--- config.mk ---
export PLATFORM = sky130hd
export DESIGN_NAME = shift_reg_universal
export DESIGN_NICKNAME = d
export VERILOG_FILES = /design/src/rtl/shift_reg_pkg.sv /design/src/rtl/shift_cell.sv /design/src/rtl/shift_reg_universal.sv
export SDC_FILE = /design/constraint.sdc
export NUM_CORES = 1
export LEC_CHECK = 0
export BUFFER_PORTS_ARGS = -buffer_cell sky130_fd_sc_hd__buf_2
export CAP_MARGIN = 40
export CORE_MARGIN = 4
export CORE_UTILIZATION = 25
export DETAILED_ROUTE_END_ITERATION = 16
export SYNTH_ARGS = -nofsm -noshare
export SYNTH_HDL_FRONTEND = slang
export SYNTH_SLANG_ARGS = --single-unit
--- constraint.sdc ---
create_clock -name CLK -period 1.4 [get_ports CLK]
set_input_delay 0.21 -clock CLK [delete_from_list [all_inputs] [get_ports CLK]]
set_output_delay 0.21 -clock CLK [all_outputs]
set_load 0.02 [all_outputs]
--- src/rtl/shift_reg_pkg.sv ---
// Shared definitions for the universal shift register.
// MODE encodings and the counter-width helper.
package shift_reg_pkg;

    localparam logic [1:0] MODE_HOLD = 2'b00;
    localparam logic [1:0] MODE_SHR  = 2'b01;
    localparam logic [1:0] MODE_SHL  = 2'b10;
    localparam logic [1:0] MODE_LOAD = 2'b11;

    function automatic int cnt_w(input int w);
        return $clog2(w + 1);
    endfunction

endpackage

--- src/rtl/shift_cell.sv ---
// One bit of the universal shift register.
// 4:1 next-state mux feeding an async-clear flop.
module shift_cell
    import shift_reg_pkg::*;
(
    input  logic       clk,
    input  logic       clr_n,
    input  logic       en,
    input  logic [1:0] mode,
    input  logic       d,
    input  logic       r_in,
    input  logic       l_in,
    output logic       q
);

    logic nxt;

    // select the next value of this bit from the operation code
    always_comb begin
        nxt = q;
        unique case (mode)
            MODE_HOLD: nxt = q;
            MODE_SHR:  nxt = r_in;
            MODE_SHL:  nxt = l_in;
            MODE_LOAD: nxt = d;
        endcase
    end

    // bit storage; clear wins over everything
    always_ff @(posedge clk or negedge clr_n) begin
        if (!clr_n) begin
            q <= 1'b0;
        end else if (en) begin
            q <= nxt;
        end
    end

endmodule

--- src/rtl/shift_reg_universal.sv ---
// Universal shift register with saturating shift counter.
// Define SHIFT_REG_ROTATE_EN to add the ROT rotate input.
module shift_reg_universal
    import shift_reg_pkg::*;
#(
    parameter int WIDTH = 8
) (
    input  logic                     CLK,
    input  logic                     CLR,
    input  logic                     Enable,
    input  logic [1:0]               MODE,
    input  logic [WIDTH-1:0]         D,
    input  logic                     SR_IN,
    input  logic                     SL_IN,
`ifdef SHIFT_REG_ROTATE_EN
    input  logic                     ROT,
`endif
    output logic [WIDTH-1:0]         X,
    output logic                     SO_R,
    output logic                     SO_L,
    output logic [cnt_w(WIDTH)-1:0]  CNT,
    output logic                     DONE
);

    localparam int CW = cnt_w(WIDTH);
    localparam logic [CW-1:0] CNT_MAX = CW'(WIDTH);

    logic          sr_feed;
    logic          sl_feed;
    logic          shift_op;
    logic          load_op;
    logic [CW-1:0] cnt_nxt;

`ifdef SHIFT_REG_ROTATE_EN
    assign sr_feed = ROT ? X[0] : SR_IN;
    assign sl_feed = ROT ? X[WIDTH-1] : SL_IN;
`else
    assign sr_feed = SR_IN;
    assign sl_feed = SL_IN;
`endif

    assign shift_op = Enable && ((MODE == MODE_SHR) || (MODE == MODE_SHL));
    assign load_op  = Enable && (MODE == MODE_LOAD);
    assign cnt_nxt  = CNT + CW'(1);

    assign SO_R = X[0];
    assign SO_L = X[WIDTH-1];

    for (genvar i = 0; i < WIDTH; i++) begin : g_bit
        logic r_src;
        logic l_src;

        if (i == WIDTH - 1) begin : g_top
            assign r_src = sr_feed;
        end else begin : g_mid_r
            assign r_src = X[i+1];
        end

        if (i == 0) begin : g_bot
            assign l_src = sl_feed;
        end else begin : g_mid_l
            assign l_src = X[i-1];
        end

        shift_cell u_cell (
            .clk   (CLK),
            .clr_n (CLR),
            .en    (Enable),
            .mode  (MODE),
            .d     (D[i]),
            .r_in  (r_src),
            .l_in  (l_src),
            .q     (X[i])
        );
    end

    // shift counter saturating at WIDTH; DONE rises on the same edge
    always_ff @(posedge CLK or negedge CLR) begin
        if (!CLR) begin
            CNT  <= '0;
            DONE <= 1'b0;
        end else if (load_op) begin
            CNT  <= '0;
            DONE <= 1'b0;
        end else if (shift_op && (CNT != CNT_MAX)) begin
            CNT  <= cnt_nxt;
            DONE <= (cnt_nxt == CNT_MAX);
        end
    end

endmodule

==> flow_metrics.py, run 1 <==
metrics = {
    "timing": {
        "setup_tns_ns": -0.0501,
        "rsz0062_at_grt": "yes",
        "finalHoldViolCount": 0,
        "slew_viol_final": 0,
        "post-route-min-period_ns": 1.42,
        "worst_slack_ns": -0.0215,
        "fmax_mhz": 703,
        "setup_viol": 3,
        "max_slew_margin_pct": 65.9,
        "fin_crit_sh_pct": 102,
        "tightest_slew_ns": 0.510,
        "hold_ws_ns": 0.207,
        "clock_skew_ns": 0.00189,
    },
    "clock_network": {
        "cts_buffer_depth": 2,
        "h-tree-depth": 1,
        "insertion_delay_ns": 0.28,
        "tritoncts": "yes",
        "cts_inserted_buffers": 3,
        "path_clk_slew_ns": 0.08,
        "clock-sinks": 13,
        "root_buffer": "clkbuf_4",
    },
    "setup_path": {
        "setup.worst_path.start_class": "flop",
        "cp-startpoint": "CNT[1]",
        "cp_slowest_stage_delay_ns": 0.44,
        "cp_slowest_cell": "dfrtp_2",
        "worstReg2RegEnd": "CNT[1]",
        "cp-end-kind": "flop",
        "reg2reg_from": "CNT[1]",
        "critPathArrivalTime_ns": 1.63,
        "crit_type": "reg -> reg",
        "crit_buf_inv": 3,
        "cp_max_fo": 3,
        "cp.required_ns": 1.61,
        "cp_top_family": "flip-flops",
        "reg2regPathDepth": 8,
        "cp_cell_sequence": "inv_2 > ha_4 > nand2_2 > o211ai_1 > buf_4 > buf_6 > nand3_2 > o21ai_1",
        "regToRegSetupSlack_ns": -0.02,
    },
    "final_layout": {
        "num_antenna_cells": 0,
        "drive_gt1_share_pct": 43.5,
        "fin_area_sq_mm": 0.00115,
        "layout_common_cells": "29 x buf_2, 11 x dfrtp_1, 10 x a21oi_1, 10 x nand2_1, 10 x buf_4",
        "final_common_cell": "buf_2",
        "area_growth_pct": 37.1,
        "final_nets": 153,
    },
    "pwr": {
        "leakagePower_nw": 0.557,
        "clockPowerShare_pct": 14.7,
        "ir_drop_v": 0.000941,
        "p_seq_share_pct": 36.1,
        "p_int_mw": 0.944,
        "sw_frac_of_total_pct": 41.6,
        "p_comb_share_pct": 49.2,
        "power-per-cell-area_mw_per_mm2": 1400,
        "power.switching_mw": 0.672,
    },
    "worst_hold_path": {
        "hold_class": "in -> reg",
        "min_to": "CNT[3]",
        "holdPathStages": 2,
        "hp-start": "Enable",
    },
    "global_route": {
        "grt_usage_pct": 9.50,
        "grt_max_degree": 17,
        "grt_pass1_vias": 721,
        "overflow": 0,
        "antenna_found_initial": 0,
        "grt_pass1_wl_um": 3190,
    },
    "placement": {
        "io_buffers": 29,
        "dp_hpwl_um": 1570,
        "gp_congestion": 0.886,
        "placed_area_sq_mm": 0.00103,
    },
    "die": {
        "die_w_um": 66.0,
        "die_h_um": 66.0,
        "start_util_pct": 26.8,
        "num_io_pins": 30,
        "die_area_sq_mm": 0.00435,
        "core-area_sq_mm": 0.00313,
        "fp-row-count": 20,
    },
    "logic_synthesis": {
        "syn_inst": 96,
        "yosysUniqueCellTypes": 23,
        "synth_compound_area_share_pct": 26.1,
        "synth-seq-cells": 13,
        "synthSimpleGateAreaFrac_pct": 12.4,
        "synthAdderAreaFrac_pct": 8.94,
        "synth_top_family_by_area": "compound AO/OA/AOI/OAI gates",
        "netlist_area_sq_um": 840,
        "yosys_warnings": 0,
        "synth_area_leaders": "dfrtp_1 39%, ha_1 8.9%, a22o_1 8.3%",
        "yosysTopAreaCell": "dfrtp_1",
        "avgSynthCellArea_sq_um": 8.75,
        "synth-xor-area-share_pct": 0,
        "synth_fp_nets": 117,
        "synthMuxAreaShare_pct": 1.34,
        "synth_top_area_share_pct": 38.7,
        "seq_area_frac_synth_pct": 38.7,
    },
    "job": {
        "max_cap_violations": 0,
    },
    "detailed_routing": {
        "drt-initial-drc-count": 49,
        "num_vias": 806,
        "drcViolationCount": 0,
        "finalWirelength_um": 2180,
        "drt-vias-per-instance": 4.61,
        "ant_nets": 0,
        "wl_per_cell_um": 12.5,
        "drtPass1Iterations": 4,
    },
    "outcome": {
        "violations": "negative setup slack",
        "outcome": "complete, but fails checks",
    },
}
## final cells by class
type	instances	area, sq um
Sequential cell	13	328
Clock buffer	4	26.3
Fill cell	328	1980
Multi-Input combinational cell	63	455
Tap cell	44	55.1
Timing Repair Buffer	42	253
Inverter	9	33.8
## registers in the layout, indices dropped and copies added (netlist names)
name,count
CNT,4
DONE,1
g_bit.u_cell.q,8
## power groups by stage
stage	clock, mW	combinational [mW]	sequential, mW
finish	0.238	0.794	0.583
global route	0.265	0.870	0.600
CTS	0.247	0.660	0.566
detailed placement	0	0.641	0.575
global placement	0	0.637	0.569
floorplan	0	0.349	0.651
## timing repair
item                                    4_1_cts  5_1_grt
hold buffers                                  1        0
hold endpoints to repair                     13        0
cloned                                        0        0
setup buffers                                 2        2
endpoints found under the setup margin        2        4
gates resized for setup                       0       15
pin swaps                                     1        4
## metal layers
metal / routed length, um / global-route usage, % / up-vias
met5: 0 / 0 / -
met3: 143 / 4.59 / 4
met1: 952 / 11.2 / 375
li1: - / - / 399
met4: 27 / 2.28 / 0
met2: 1060 / 15.5 / 28
## cells by family after synthesis
logic type	Yosys count
mux	1
fa+ha+maj	6
flops	13
compound gates	34
simple gates	22
buf+inv	20
## synthesized netlist by cell type (all sizes together)
cell type,number
o21ai,10
nor2b,1
nand3,2
buf,9
nor3b,1
a21oi,10
inv,9
o211ai,2
a31oi,1
nand2,11
clkbuf,2
ha,6
mux2,1
o41ai,1
nor2,2
nand2b,2
o31ai,1
a22o,8
nand4,2
and2,1
o22ai,1
dfrtp,13
## worst max-delay path by stage
stage,slack [ns],to,cells after the start
final,-0.02,CNT[1],8
after global routing,-0.12,CNT[1],8
after CTS,0.0002,CNT[0],6
after detailed placement,-0.05,g_bit[0].u_cell.q,5
after global placement,0.02,g_bit[0].u_cell.q,5
after floorplan,-0.04,CNT[0],6
## per-stage QoR
step / setup WS, ns / total power [mW] / util, % / instances
after detailed placement: -0.0494 / 1.22 / 33.0 / 166
after global placement: 0.0188 / 1.21 / 33.0 / 166
after floorplan: -0.0366 / 1.00 / - / 96
after CTS: 0.000193 / 1.47 / 34.6 / 173
final: -0.0215 / 1.62 / 36.8 / 175
after global routing: -0.123 / 1.74 / 36.8 / 175
Power figures use the tool's default switching activity.
==> run 2: changes to the inputs <==
--- a/config.mk
+++ b/config.mk
@@ -7,9 +7,9 @@
 export LEC_CHECK = 0
 export BUFFER_PORTS_ARGS = -buffer_cell sky130_fd_sc_hd__buf_2
 export CAP_MARGIN = 40
-export CORE_MARGIN = 4
 export CORE_UTILIZATION = 25
 export DETAILED_ROUTE_END_ITERATION = 16
+export RECOVER_POWER = 25
 export SYNTH_ARGS = -nofsm -noshare
 export SYNTH_HDL_FRONTEND = slang
 export SYNTH_SLANG_ARGS = --single-unit
==> flow_metrics.py, run 2 (synthesized netlist as in run 1, its figures left out) <==
metrics = {
    "timing": {
        "slew_viol_final": 0,
        "tightest_slew_ns": 0.786,
        "max_slew_margin_pct": 47.6,
        "setup_viol": 0,
        "rsz0062_at_grt": "yes",
        "clock_skew_ns": 0.00512,
        "post-route-min-period_ns": 1.38,
        "setup_tns_ns": 0,
        "fmax_mhz": 723,
        "finalHoldViolCount": 0,
        "fin_crit_sh_pct": 98.9,
    },
    "outcome": {
        "outcome": "finished clean",
    },
    "setup_path": {
        "cp_cell_sequence": "buf_4 > buf_4 > nand2_1 > a21oi_1 > mux2_2 > o31ai_2",
        "cp_common_cell": "buf_4",
        "cp.required_ns": 1.59,
        "crit_type": "reg -> reg",
        "cp_max_fo": 5,
        "cp_slowest_cell": "dfrtp_2",
        "cp-end-kind": "flop",
        "setup.worst_path.start_class": "flop",
        "cp_slowest_stage_delay_ns": 0.44,
        "critPathArrivalTime_ns": 1.57,
    },
    "detailed_routing": {
        "ant_nets": 0,
        "num_vias": 779,
        "finalWirelength_um": 2050,
        "drt-vias-per-instance": 4.56,
        "wl_per_cell_um": 12.0,
        "drt-initial-drc-count": 22,
        "drcViolationCount": 0,
        "drtPass1Iterations": 4,
    },
    "final_layout": {
        "drive_gt1_share_pct": 40.2,
        "top_regs": "g_bit.u_cell.q x8, CNT x4, DONE x1",
        "multi_input_area_sq_um": 450,
        "seq_area_sq_um": 328,
        "fin_area_sq_mm": 0.00111,
        "num_antenna_cells": 0,
        "largest_register": "g_bit.u_cell.q",
        "fin_cells": 171,
        "layout_common_cells": "28 x buf_2, 11 x dfrtp_1, 11 x nand2_1",
        "fin_util_pct": 35.5,
        "largest_reg_flops": 8,
        "area_growth_pct": 32.3,
        "final_nets": 149,
        "fillers": 344,
        "final_common_cell": "buf_2",
    },
    "die": {
        "start_util_pct": 26.8,
        "die_w_um": 60.0,
        "die_h_um": 60.0,
        "num_io_pins": 30,
        "fp-row-count": 20,
        "die_area_sq_mm": 0.00359,
        "core-area_sq_mm": 0.00313,
    },
    "global_route": {
        "antenna_found_initial": 0,
        "overflow": 0,
        "grt_max_degree": 17,
        "grt_pass1_vias": 746,
        "grt_usage_pct": 12.0,
        "grt_pass1_wl_um": 3160,
    },
    "clock_network": {
        "cts_buffer_depth": 2,
        "tritoncts": "yes",
        "clock-sinks": 13,
        "insertion_delay_ns": 0.27,
        "root_buffer": "clkbuf_4",
        "cts_inserted_buffers": 3,
        "h-tree-depth": 1,
        "path_clk_slew_ns": 0.09,
    },
    "placement": {
        "gp_congestion": 0.816,
        "io_buffers": 29,
        "dp_cells": 162,
        "placed_area_sq_mm": 0.00100,
        "dp_hpwl_um": 1430,
    },
    "worst_hold_path": {
        "hold_class": "in -> reg",
    },
    "pwr": {
        "p_total_mw": 1.56,
        "power-per-cell-area_mw_per_mm2": 1410,
        "ir_drop_v": 0.000839,
        "leakagePower_nw": 0.547,
    },
    "job": {
        "max_cap_violations": 0,
    },
}
[run 2: layout make-up]
type | count | share of cell area (%)
Tap cell | 44 | 4.95
Multi-Input combinational cell | 63 | 40.5
Sequential cell | 13 | 29.5
Clock buffer | 4 | 2.36
Timing Repair Buffer | 38 | 19.6
Inverter | 9 | 3.04
[run 2: final timing paths]
| path | startpoint | to | slack [ns] | depth (start not counted) |
|---|---|---|---|---|
| worst max-delay path | CNT[0] | DONE | 0.02 | 6 |
| worst min-delay path | SR_IN | g_bit[7].u_cell.q | 0.23 | 3 |
| worst max register to register | CNT[0] | DONE | 0.02 | 6 |
| worst min register to register | g_bit[5].u_cell.q | g_bit[5].u_cell.q | 0.54 | 2 |
| max in group asynchronous | CLR | CNT[0] | 0.34 | 2 |
| min in group asynchronous | CLR | g_bit[0].u_cell.q | 0.52 | 2 |
[run 2: metrics by stage]
| stage | worst slack [ns] | hold slack [ns] |
|---|---|---|
| after floorplan | -0.0366 | -0.0856 |
| after global placement | -0.0298 | 0.116 |
| after detailed placement | -0.0440 | 0.122 |
| after CTS | 0.0157 | 0.217 |
| after global routing | -0.0466 | 0.243 |
| final | 0.0159 | 0.226 |
[run 2: power by group]
part / internal, mW / switching (mW) / leakage [nW]
clock: 0.110 / 0.126 / 0.0150
combinational: 0.329 / 0.426 / 0.369
sequential: 0.471 / 0.100 / 0.163
[run 2: metal layers]
layer	share of wire, %	vias to the layer above	GRT usage, %
li1	-	393	-
met1	45	358	14.4
met2	48	26	20.8
met3	6.4	2	4.11
met4	1.0	0	2.66
met5	0	-	0
[run 2: critical path: cells and delay by family, from the launching register on]
| family | cells | cell delay [ns] |
|---|---|---|
| buffers and inverters | 2 | 0.30 |
| AO/OA/AOI/OAI | 2 | 0.23 |
| multiplexers | 1 | 0.27 |
| flip-flops | 1 | 0.44 |
| AND/OR/NAND/NOR | 1 | 0.06 |
[run 2: repair_timing]
action                     in CTS  in global routing
hold endpoints to repair       13                  0
pin swaps                       1                  3
gates resized for setup         4                  8
buffers inserted                4                  0
cloned                          0                  0
hold buffers                    1                  0
setup endpoints to repair       3                  4
